===== src/rtl/led_fader_pkg.sv =====
// Shared types and sizing helpers for the LED fader and its PWM back end.
package led_fader_pkg;

  typedef enum logic [1:0] {
    OFF  = 2'd0,
    RISE = 2'd1,
    ON   = 2'd2,
    FALL = 2'd3
  } state_t;

  // Level spans 0..2**pwm_bits inclusive, so it needs one bit more than the counter.
  function automatic int level_width(input int pwm_bits);
    return pwm_bits + 1;
  endfunction

endpackage


===== src/rtl/led_pwm.sv =====
// Free-running PWM generator; duty is latched only at period boundaries so the
// output never glitches mid-period. duty = 2**PWM_BITS gives a constant 1.
module led_pwm
  import led_fader_pkg::*;
#(
  parameter int PWM_BITS = 8
) (
  input  logic                                 clk,
  input  logic                                 rst_n,
  input  logic [level_width(PWM_BITS)-1:0]     duty,
  output logic                                 pwm_out
);

  localparam int LW = level_width(PWM_BITS);
  localparam logic [PWM_BITS-1:0] CNT_MAX = {PWM_BITS{1'b1}};

  logic [PWM_BITS-1:0] pwm_cnt_r;
  logic [LW-1:0]       duty_q_r;
  logic                pwm_out_r;

  // Period counter, boundary duty latch and registered compare.
  always_ff @(posedge clk) begin
    if (!rst_n) begin
      pwm_cnt_r <= {PWM_BITS{1'b0}};
      duty_q_r  <= {LW{1'b0}};
      pwm_out_r <= 1'b0;
    end else begin
      pwm_cnt_r <= pwm_cnt_r + PWM_BITS'(1);
      if (pwm_cnt_r == CNT_MAX) begin
        duty_q_r <= duty;
      end else begin
        duty_q_r <= duty_q_r;
      end
      pwm_out_r <= ({1'b0, pwm_cnt_r} < duty_q_r);
    end
  end

  assign pwm_out = pwm_out_r;

endmodule


===== src/rtl/led_fader.sv =====
// Ramps LED brightness linearly toward led_in and drives it as PWM on led_out.
// Define LED_FADER_GAMMA_EN to map level through a square law before the PWM.
module led_fader
  import led_fader_pkg::*;
#(
  parameter int PWM_BITS    = 8,
  parameter int STEP_CYCLES = 1024
) (
  input  logic                              clk,
  input  logic                              rst_n,
  input  logic                              led_in,
  output logic                              led_out,
  output logic [level_width(PWM_BITS)-1:0]  level,
  output logic                              settled
);

  localparam int LW = level_width(PWM_BITS);
  localparam int SW = (STEP_CYCLES > 1) ? $clog2(STEP_CYCLES) : 1;
  localparam logic [LW-1:0] FULL = {1'b1, {PWM_BITS{1'b0}}};
  localparam logic [LW-1:0] ZERO = {LW{1'b0}};
  localparam logic [SW-1:0] STEP_LAST = SW'(STEP_CYCLES - 1);

  state_t        state_r;
  logic [LW-1:0] level_r;
  logic          settled_r;
  logic [SW-1:0] step_cnt_r;

  logic          step_tick_s;
  logic [LW-1:0] target_s;
  logic [LW-1:0] level_up_s;
  logic [LW-1:0] level_dn_s;
  logic [LW-1:0] duty_eff_s;

  assign step_tick_s = (step_cnt_r == STEP_LAST);
  assign target_s    = led_in ? FULL : ZERO;
  // Saturating neighbours: a reversal at an endpoint must not wrap.
  assign level_up_s  = (level_r == FULL) ? FULL : level_r + LW'(1);
  assign level_dn_s  = (level_r == ZERO) ? ZERO : level_r - LW'(1);

`ifdef LED_FADER_GAMMA_EN
  logic [2*PWM_BITS+1:0] level_sq_s;
  assign level_sq_s = {{LW{1'b0}}, level_r} * {{LW{1'b0}}, level_r};
  assign duty_eff_s = LW'(level_sq_s >> PWM_BITS);
`else
  assign duty_eff_s = level_r;
`endif

  // Step timer and fade state machine; a direction change never steps in the same cycle.
  always_ff @(posedge clk) begin
    if (!rst_n) begin
      state_r    <= OFF;
      level_r    <= ZERO;
      settled_r  <= 1'b1;
      step_cnt_r <= {SW{1'b0}};
    end else begin
      step_cnt_r <= step_tick_s ? {SW{1'b0}} : step_cnt_r + SW'(1);
      case (state_r)
        OFF: begin
          if (led_in) begin
            state_r   <= RISE;
            settled_r <= 1'b0;
          end
        end
        RISE: begin
          if (!led_in) begin
            state_r <= FALL;
          end else if (step_tick_s) begin
            level_r <= level_up_s;
            if (level_up_s == target_s) begin
              state_r   <= ON;
              settled_r <= 1'b1;
            end
          end
        end
        ON: begin
          if (!led_in) begin
            state_r   <= FALL;
            settled_r <= 1'b0;
          end
        end
        FALL: begin
          if (led_in) begin
            state_r <= RISE;
          end else if (step_tick_s) begin
            level_r <= level_dn_s;
            if (level_dn_s == target_s) begin
              state_r   <= OFF;
              settled_r <= 1'b1;
            end
          end
        end
        default: begin
          state_r   <= OFF;
          level_r   <= ZERO;
          settled_r <= 1'b1;
        end
      endcase
    end
  end

  led_pwm #(
    .PWM_BITS (PWM_BITS)
  ) u_pwm (
    .clk     (clk),
    .rst_n   (rst_n),
    .duty    (duty_eff_s),
    .pwm_out (led_out)
  );

  assign level   = level_r;
  assign settled = settled_r;

endmodule

===== config.mk =====
export PLATFORM = sky130hd
export DESIGN_NAME = led_fader
export DESIGN_NICKNAME = d
export VERILOG_FILES = /design/src/rtl/led_fader_pkg.sv /design/src/rtl/led_pwm.sv /design/src/rtl/led_fader.sv
export SDC_FILE = /design/constraint.sdc
export NUM_CORES = 1
export LEC_CHECK = 0
export CELL_PAD_IN_SITES_DETAIL_PLACEMENT = 0
export CELL_PAD_IN_SITES_GLOBAL_PLACEMENT = 1
export CORE_MARGIN = 2
export CORE_UTILIZATION = 43
export CTS_BUF_LIST = sky130_fd_sc_hd__clkbuf_16
export CTS_CLUSTER_DIAMETER = 100
export DETAILED_ROUTE_END_ITERATION = 12
export DONT_BUFFER_PORTS = 1
export HOLD_SLACK_MARGIN = 0.02
export PLACE_DENSITY = 0.87
export SETUP_SLACK_MARGIN = 0.1
export SLEW_MARGIN = 20
export SYNTH_ARGS = -nofsm -noshare
export SYNTH_HDL_FRONTEND = slang
export SYNTH_HIERARCHICAL = 1
export SYNTH_SLANG_ARGS = --single-unit

===== constraint.sdc =====
create_clock -name clk -period 2.2 [get_ports clk]
set_input_delay 0.44 -clock clk [delete_from_list [all_inputs] [get_ports clk]]
set_output_delay 0.44 -clock clk [all_outputs]
set_load 0.01 [all_outputs]

# --- Word level (Yosys, flattened, before mapping) ---
# Index checks and enable logic that the tools add are counted.
op_classes:
  n_lt_le_gt_ge: 1
  add_sub_neg: 4
  eq_ne: 20
  bitwise: 1
  n_mux: 26
  n_reduce_logical: 7
ops:
  columns: ["op", "n"]
  rows:
  - ["two-way mux 9 bit", 7]
  - ["== test 9 bit", 2]
  - ["one-hot mux 9 bit (2 select lines)", 1]
  - ["two-way mux 2 bit", 8]
  - ["inequality test 2 bit (second input constant)", 8]
  - ["inequality test 3 bit (second input constant)", 4]
  - ["adder 10 x 1 -> 10 bit (second input constant)", 1]
  - ["== test 10 bit (second input constant)", 1]
  - ["adder 9 x 1 -> 9 bit (second input constant)", 1]
  - ["== test 9 bit (second input constant)", 1]
  - ["logical NOT 9 bit", 1]
  - ["< comparator 8 x 9 -> 1 bit", 1]
  - ["subtractor 9 x 1 -> 9 bit (second input constant)", 1]
  - ["adder 8 x 1 -> 8 bit (second input constant)", 1]
  - ["== test 8 bit (second input constant)", 1]
  - ["two-way mux 1 bit", 8]
  - ["one-hot mux 2 bit (4 select lines)", 1]
  - ["AND reduction 8 bit", 1]
  - ["AND reduction 6 bit", 1]
  - ["AND reduction 5 bit", 1]
  - ["== test 2 bit (second input constant)", 2]
  - ["one-hot mux 1 bit (4 select lines)", 1]
  - ["== test 2 x 1 -> 1 bit (second input constant)", 1]
  - ["logical NOT 2 bit", 1]
  - ["3 further kinds", 3]
totals:
  word_cells: 66
  register_bits: 40
  out_inout_bits: 11
  input_bits: 3

# --- Logic depth before layout (Yosys ltp) ---
logic_depth:
  depth_word: 7
  depth_mapped: 9
  ltp_nobuf: 8

# --- By module ---
# The synthesis kept the hierarchy.
by_module_without_submodules:
  columns: ["module", "seq_area_each_um2", "cells_per_inst", "instances", "area_per_inst_um2"]
  rows:
  - ["led_fader", 440.4, 231, 1, 1725.4]
  - ["led_pwm", 360.3, 103, 1, 883.3]

# --- Worst setup path after synthesis ---
# Ideal clock, no wire load.
synth_path:
  path_kind: "register -> register"
  start: "reg level_r[1], in the netlist level[1]"
  end: "reg settled_r, in the netlist settled"
  period_less_slack_ps: 2530
  setup_time_ps: 59
  arrival_time_ps: 2472
  path_slack_ps: -330
  path_buffers: 1
  stages_incl_launch_ff: 9
  path_cell_list: "dfxtp_1 > clkbuf_1 > inv_1 > ha_1 > nor3_1 > or4b_1 > a2111oi_0 > mux2_2 > a31o_1"
synth_via:
  elab_chain_cells: 5
  elab_cells_between_ends: 11
  classes_between: "add/sub: 2; eq/ne: 5; mux: 2; reduce/logical: 2"
synth_rtl:
  columns: ["item", "line_no", "text"]
  rows:
  - ["start: declaration", "led_fader.sv:24", "logic [LW-1:0] level_r;"]
  - ["start signal: assignment", "led_fader.sv:68", "level_r <= level_up_s;"]
  - ["start signal: assignment", "led_fader.sv:85", "level_r <= level_dn_s;"]
  - ["subtractor 9 x 1 -> 9 bit (tied with other cells)", "led_fader.sv:38", "assign level_dn_s = (level_r == ZERO) ? ZERO : level_r - LW'(1);"]
  - ["two-way mux 9 bit (on tied branches)", "led_fader.sv:38, led_fader.sv:37", null]
  - ["== test 9 bit (on tied branches)", "led_fader.sv:86, led_fader.sv:69", null]
  - ["inequality test 2 bit (no source line)", null, null]
  - ["AND reduction 8 bit (no source line) (*)", null, null]
  - ["end signal: assignment", "led_fader.sv:53", "settled_r <= 1'b1;"]
  - ["end signal: assignment", "led_fader.sv:88", "settled_r <= 1'b1;"]
  - ["end signal: assignment", "led_fader.sv:95", "settled_r <= 1'b1;"]
  - ["end: declaration", "led_fader.sv:25", "logic settled_r;"]
# Every way passes the cells marked *; elsewhere a longest branch is shown, timed or not.
# A chain may end at the register's enable or synchronous reset.

# --- Final worst setup path ---
layout_path:
  start: "reg level_r[0], in the netlist level[0]"
  end: "reg state_r[0]"
layout_via:
  elab_chain_cells: 5
  elab_cells_between_ends: 11
  classes_between: "add/sub: 2; eq/ne: 5; mux: 2; reduce/logical: 2"
layout_rtl:
  columns: ["item", "line_no", "text"]
  rows:
  - ["adder 9 x 1 -> 9 bit (tied with other cells)", "led_fader.sv:37", "assign level_up_s = (level_r == FULL) ? FULL : level_r + LW'(1);"]
  - ["two-way mux 9 bit (on tied branches)", "led_fader.sv:37, led_fader.sv:38", null]
  - ["== test 9 bit (on tied branches)", "led_fader.sv:69, led_fader.sv:86", null]
  - ["inequality test 3 bit (no source line)", null, null]
  - ["AND reduction 6 bit (no source line) (*)", null, null]
  - ["end signal: assignment", "led_fader.sv:66", "state_r <= FALL;"]
  - ["end signal: assignment", "led_fader.sv:70", "state_r <= ON;"]
  - ["end signal: assignment", "led_fader.sv:77", "state_r <= FALL;"]
  - ["end: declaration", "led_fader.sv:23", "state_t state_r;"]
# Marked as above.

==> metrics.txt <==
# TYPE chip_impl_metric gauge
chip_impl_info{name="status",value="complete, no violations"} 1
chip_impl_info{name="ys.flop_type",value="dfxtp_1"} 1
chip_impl_metric{name="timing.setup.tns",unit="ns"} 0
chip_impl_metric{name="num_antenna_cells",unit=""} 0
chip_impl_metric{name="synth.top_cell.area_share",unit="%"} 30.7
chip_impl_metric{name="routed_wl",unit="um"} 6340
chip_impl_metric{name="finalHoldViolations",unit=""} 0
chip_impl_metric{name="avgViaCountPerCell",unit=""} 5.59
chip_impl_info{name="cts_tree",value="built"} 1
chip_impl_metric{name="power_density",unit="nW/um^2"} 586
chip_impl_metric{name="layout-area-overhead-vs-synth",unit="%"} 22.0
chip_impl_metric{name="final_period_minus_worst_setup_slack",unit="ns"} 2.16
chip_impl_metric{name="ys_seq_elements",unit=""} 40
chip_impl_metric{name="tritoncts_num_sinks",unit=""} 40
chip_impl_info{name="grt_setup_unrepaired",value="yes"} 1
chip_impl_metric{name="std_cell_rows",unit=""} 28
chip_impl_info{name="crit_chain",value="inv_4 > ha_4 > nor3_4 > or4b_4 > a2111oi_4 > a211oi_2 > mux2i_1"} 1
chip_impl_metric{name="fin_skew",unit="ns"} 0.00276
chip_impl_info{name="timing.setup.critical_path_class",value="reg -> reg"} 1
chip_impl_metric{name="cts.clk_slew.worst_paths",unit="ns"} 0.06
chip_impl_metric{name="grt_util_all_layers",unit="%"} 20.4
chip_impl_metric{name="synth-xor-area-share",unit="%"} 5.37
chip_impl_metric{name="synth_compound_area_share",unit="%"} 20.6
chip_impl_info{name="min_to",value="u_pwm/pwm_cnt_r[1]"} 1
chip_impl_metric{name="placement.io_buffers",unit=""} 0
chip_impl_metric{name="syn_area",unit="sq um"} 2610
chip_impl_metric{name="vdd_drop_max",unit="V"} 0.000428
chip_impl_info{name="r2r_end",value="state_r[0]"} 1
chip_impl_metric{name="first_pass_grt_wire_length",unit="um"} 10500
chip_impl_metric{name="worstMarginPinSlew",unit="ns"} 0.564
chip_impl_metric{name="drcViolationCount",unit=""} 0
chip_impl_metric{name="design.portCount",unit=""} 14
chip_impl_metric{name="worst_skew_pair.late_latency",unit="ns"} 0.28
chip_impl_metric{name="ctsLongestPathBuffers",unit=""} 2
chip_impl_metric{name="cp_num_buf_inv",unit=""} 1
chip_impl_metric{name="required",unit="ns"} 2.36
chip_impl_metric{name="cts_buffers",unit=""} 5
chip_impl_info{name="main_combinational_cell_family_by_area_after_synthesis",value="simple AND/OR/NAND/NOR gates"} 1
chip_impl_metric{name="reg2reg_setup_slack",unit="ns"} 0.04
chip_impl_metric{name="max-slew-margin-rel",unit="%"} 62.4
chip_impl_info{name="critical_path.top_delay_family",value="simple AND/OR/NAND/NOR gates"} 1
chip_impl_info{name="end_kind",value="register"} 1
chip_impl_metric{name="synth_adder_area_share",unit="%"} 7.67
chip_impl_metric{name="drt_iter0_markers",unit=""} 183
chip_impl_metric{name="cpPeakStageDelay",unit="ns"} 0.53
chip_impl_metric{name="placeableCoreArea",unit="sq um"} 5890
chip_impl_metric{name="synthesis.nets",unit=""} 353
chip_impl_metric{name="grt_overflow",unit=""} 0
chip_impl_metric{name="grt_max_degree",unit=""} 40
chip_impl_metric{name="floorplan.initialDensity",unit="%"} 44.3
chip_impl_metric{name="critPathMaxFanout",unit=""} 5
chip_impl_metric{name="firstDrtPassIters",unit=""} 4
chip_impl_metric{name="max-cap-violations",unit=""} 0
chip_impl_metric{name="layout-drive-gt1-share",unit="%"} 20.7
chip_impl_metric{name="p_leak",unit="uW"} 0.00113
chip_impl_metric{name="async_reset_ff_share",unit="%"} 0
chip_impl_metric{name="finalNetCount",unit=""} 376
chip_impl_metric{name="synth_sequential_area_ratio",unit="%"} 30.7
chip_impl_metric{name="synthCells",unit=""} 334
chip_impl_metric{name="instance_area_at_placement",unit="sq um"} 2940
chip_impl_metric{name="die_height",unit="um"} 81.9
chip_impl_metric{name="routabilityCongestion",unit=""} 0.895
chip_impl_metric{name="yosys_warnings",unit=""} 6
chip_impl_metric{name="syn_area_per_cell",unit="sq um"} 7.81
chip_impl_metric{name="post_drt_wl_per_cell",unit="um"} 14.6
chip_impl_metric{name="report.power.total",unit="uW"} 1870
chip_impl_metric{name="muxShareOfSynthArea",unit="%"} 5.04
chip_impl_metric{name="holdBufCountCts",unit=""} 0
chip_impl_metric{name="final_area",unit="sq um"} 3180
chip_impl_metric{name="post_place_cells",unit=""} 418
chip_impl_info{name="mostFrequentLayoutCells",value="nand2_1, dfxtp_1, buf_4"} 1
chip_impl_metric{name="die-area",unit="sq um"} 6710
chip_impl_info{name="beginning_of_the_worst_register_to_register_path",value="level[0]"} 1
chip_impl_metric{name="register_area",unit="sq um"} 812
chip_impl_metric{name="achievable-frequency",unit="GHz"} 0.463
chip_impl_metric{name="synth_cell_type_count",unit=""} 55
chip_impl_metric{name="stdcell_count",unit=""} 433
chip_impl_metric{name="die_width",unit="um"} 81.9
chip_impl_metric{name="setup-violations-final",unit=""} 0
chip_impl_info{name="hp-class",value="in -> reg"} 1
chip_impl_metric{name="grt_antenna_before_repair",unit=""} 0
chip_impl_metric{name="multi_input_comb_area",unit="sq um"} 1790
chip_impl_metric{name="report.final.slew_viol_count",unit=""} 0
chip_impl_metric{name="post-route-period-util",unit="%"} 98.2
chip_impl_info{name="yosys-top-cells-area",value="dfxtp_1, ha_1, nand2_1, mux2i_1, nor2_1"} 1
chip_impl_info{name="yosysTopAreaCell",value="dfxtp_1"} 1
chip_impl_info{name="cpMaxStageDelayCell",value="or4b_4"} 1
chip_impl_info{name="root_buffer",value="clkbuf_16"} 1
chip_impl_metric{name="htreeDepth",unit=""} 2
chip_impl_metric{name="synth_edf_count",unit=""} 0
chip_impl_metric{name="cp.arrival",unit="ns"} 2.32
chip_impl_metric{name="postRouteAntennaNets",unit=""} 0
chip_impl_metric{name="synth_simple_gate_area_share",unit="%"} 24.7
chip_impl_info{name="layout.cells.most_common",value="nand2_1"} 1
chip_impl_metric{name="hold_depth",unit=""} 1
chip_impl_metric{name="grt_pass1_vias",unit=""} 2261
chip_impl_metric{name="fillCellCount",unit=""} 533
chip_impl_metric{name="ff2ff_path_depth",unit=""} 7
chip_impl_info{name="worst_hold_launch",value="rst_n"} 1
chip_impl_metric{name="vias",unit=""} 2421
chip_impl_metric{name="place_hpwl",unit="um"} 4520
chip_impl_info{name="worst_setup_path_start_kind",value="register"} 1
==> power by group <==
| group | internal [uW] | switching, uW | leakage (uW) |
|---|---|---|---|
| Combinational | 166 | 173 | 0.000736 |
| Sequential | 765 | 45.0 | 0.000327 |
| Clock | 417 | 301 | 0.0000678 |
==> cells in the mapped netlist (3+ instances only) <==
library cell and instances:
nand2_1 43, dfxtp_1 40, nor2_1 30, a21oi_1 21, inv_1 17, ha_1 16, nor3_1 15, clkbuf_1 12
mux2i_1 12, xnor2_1 9, nand3_1 8, a211oi_1 7, o21a_1 7, o21ai_0 7, xor2_1 7, buf_2 6
nand4_1 6, and3_1 5, o22ai_1 5, o21ai_1 4, nand2b_1 3, nor2b_1 3, nor4_1 3, o21bai_1 3
o31ai_1 3
==> state kept, by name, indices dropped and copies added (netlist names) <==
signal / flops
step_cnt_r: 10
level: 9
u_pwm/duty_q_r: 9
u_pwm/pwm_cnt_r: 8
state_r: 2
settled: 1
u_pwm/pwm_out: 1
==> worst register-to-register path, cell delays in order, from the launching register on <==
cell	delay [ns]
dfxtp_4	0.38
inv_4	0.06
ha_4	0.26
nor3_4	0.18
or4b_4	0.53
a2111oi_4	0.38
a211oi_2	0.10
mux2i_1	0.15
==> routing by layer <==
| layer | up-vias | GRT usage (%) | part of all wire (%) |
|---|---|---|---|
| met4 | 0 | 9.00 | 2.6 |
| met2 | 55 | 32.6 | 45 |
| met5 | - | 0 | 0 |
| met3 | 14 | 3.96 | 5.4 |
| li1 | 1242 | - | - |
| met1 | 1110 | 26.5 | 47 |
==> what timing repair did <==
action                                  in CTS  in global routing
hold endpoints to repair                     0                  0
setup buffers                                4                  3
endpoints found under the setup margin       4                  7
gates cloned                                 0                  0
gates resized for setup                      5                  8
pin swaps                                    2                  4
==> final cells by class <==
class / instances / area share, %
multi-input cells: 256 / 56.3
clock buffers: 5 / 3.93
well taps: 75 / 2.95
inverters: 18 / 2.28
repair buffers: 36 / 8.49
clock inverters: 3 / 0.550
flip-flops and latches: 40 / 25.5
==> per-stage QoR <==
stage	utilization, %	hold slack, ns	setup slack, ns
2_1_floorplan	-	0.430	0.0899
3_3_place_gp	49.9	0.444	0.118
3_5_place_dp	49.9	0.448	0.0535
4_1_cts	53.2	0.278	0.104
5_1_grt	54.1	0.274	-0.0492
6_report	54.1	0.282	0.0397
==> worst max-delay path by stage <==
stage	start	cells past startpoint	to
after floorplan	level[2]	7	settled
after global placement	state_r[1]	7	state_r[1]
after detailed placement	state_r[1]	8	level[8]
after CTS	state_r[1]	8	level[8]
after global routing	level[0]	7	state_r[0]
final	level[0]	7	state_r[0]
==> cells by family (layout without fill, tap and decap cells) <==
kind of cell / Yosys count / count (layout)
AO/OA/AOI/OAI: 79 / 79
XOR/XNOR: 16 / 16
adder cells (fa/ha/maj): 16 / 16
buffers and inverters: 38 / 62
flip-flops: 40 / 40
multiplexers: 13 / 13
AND/OR/NAND/NOR: 132 / 132
Note: power is estimated with default switching activity, not from simulation.
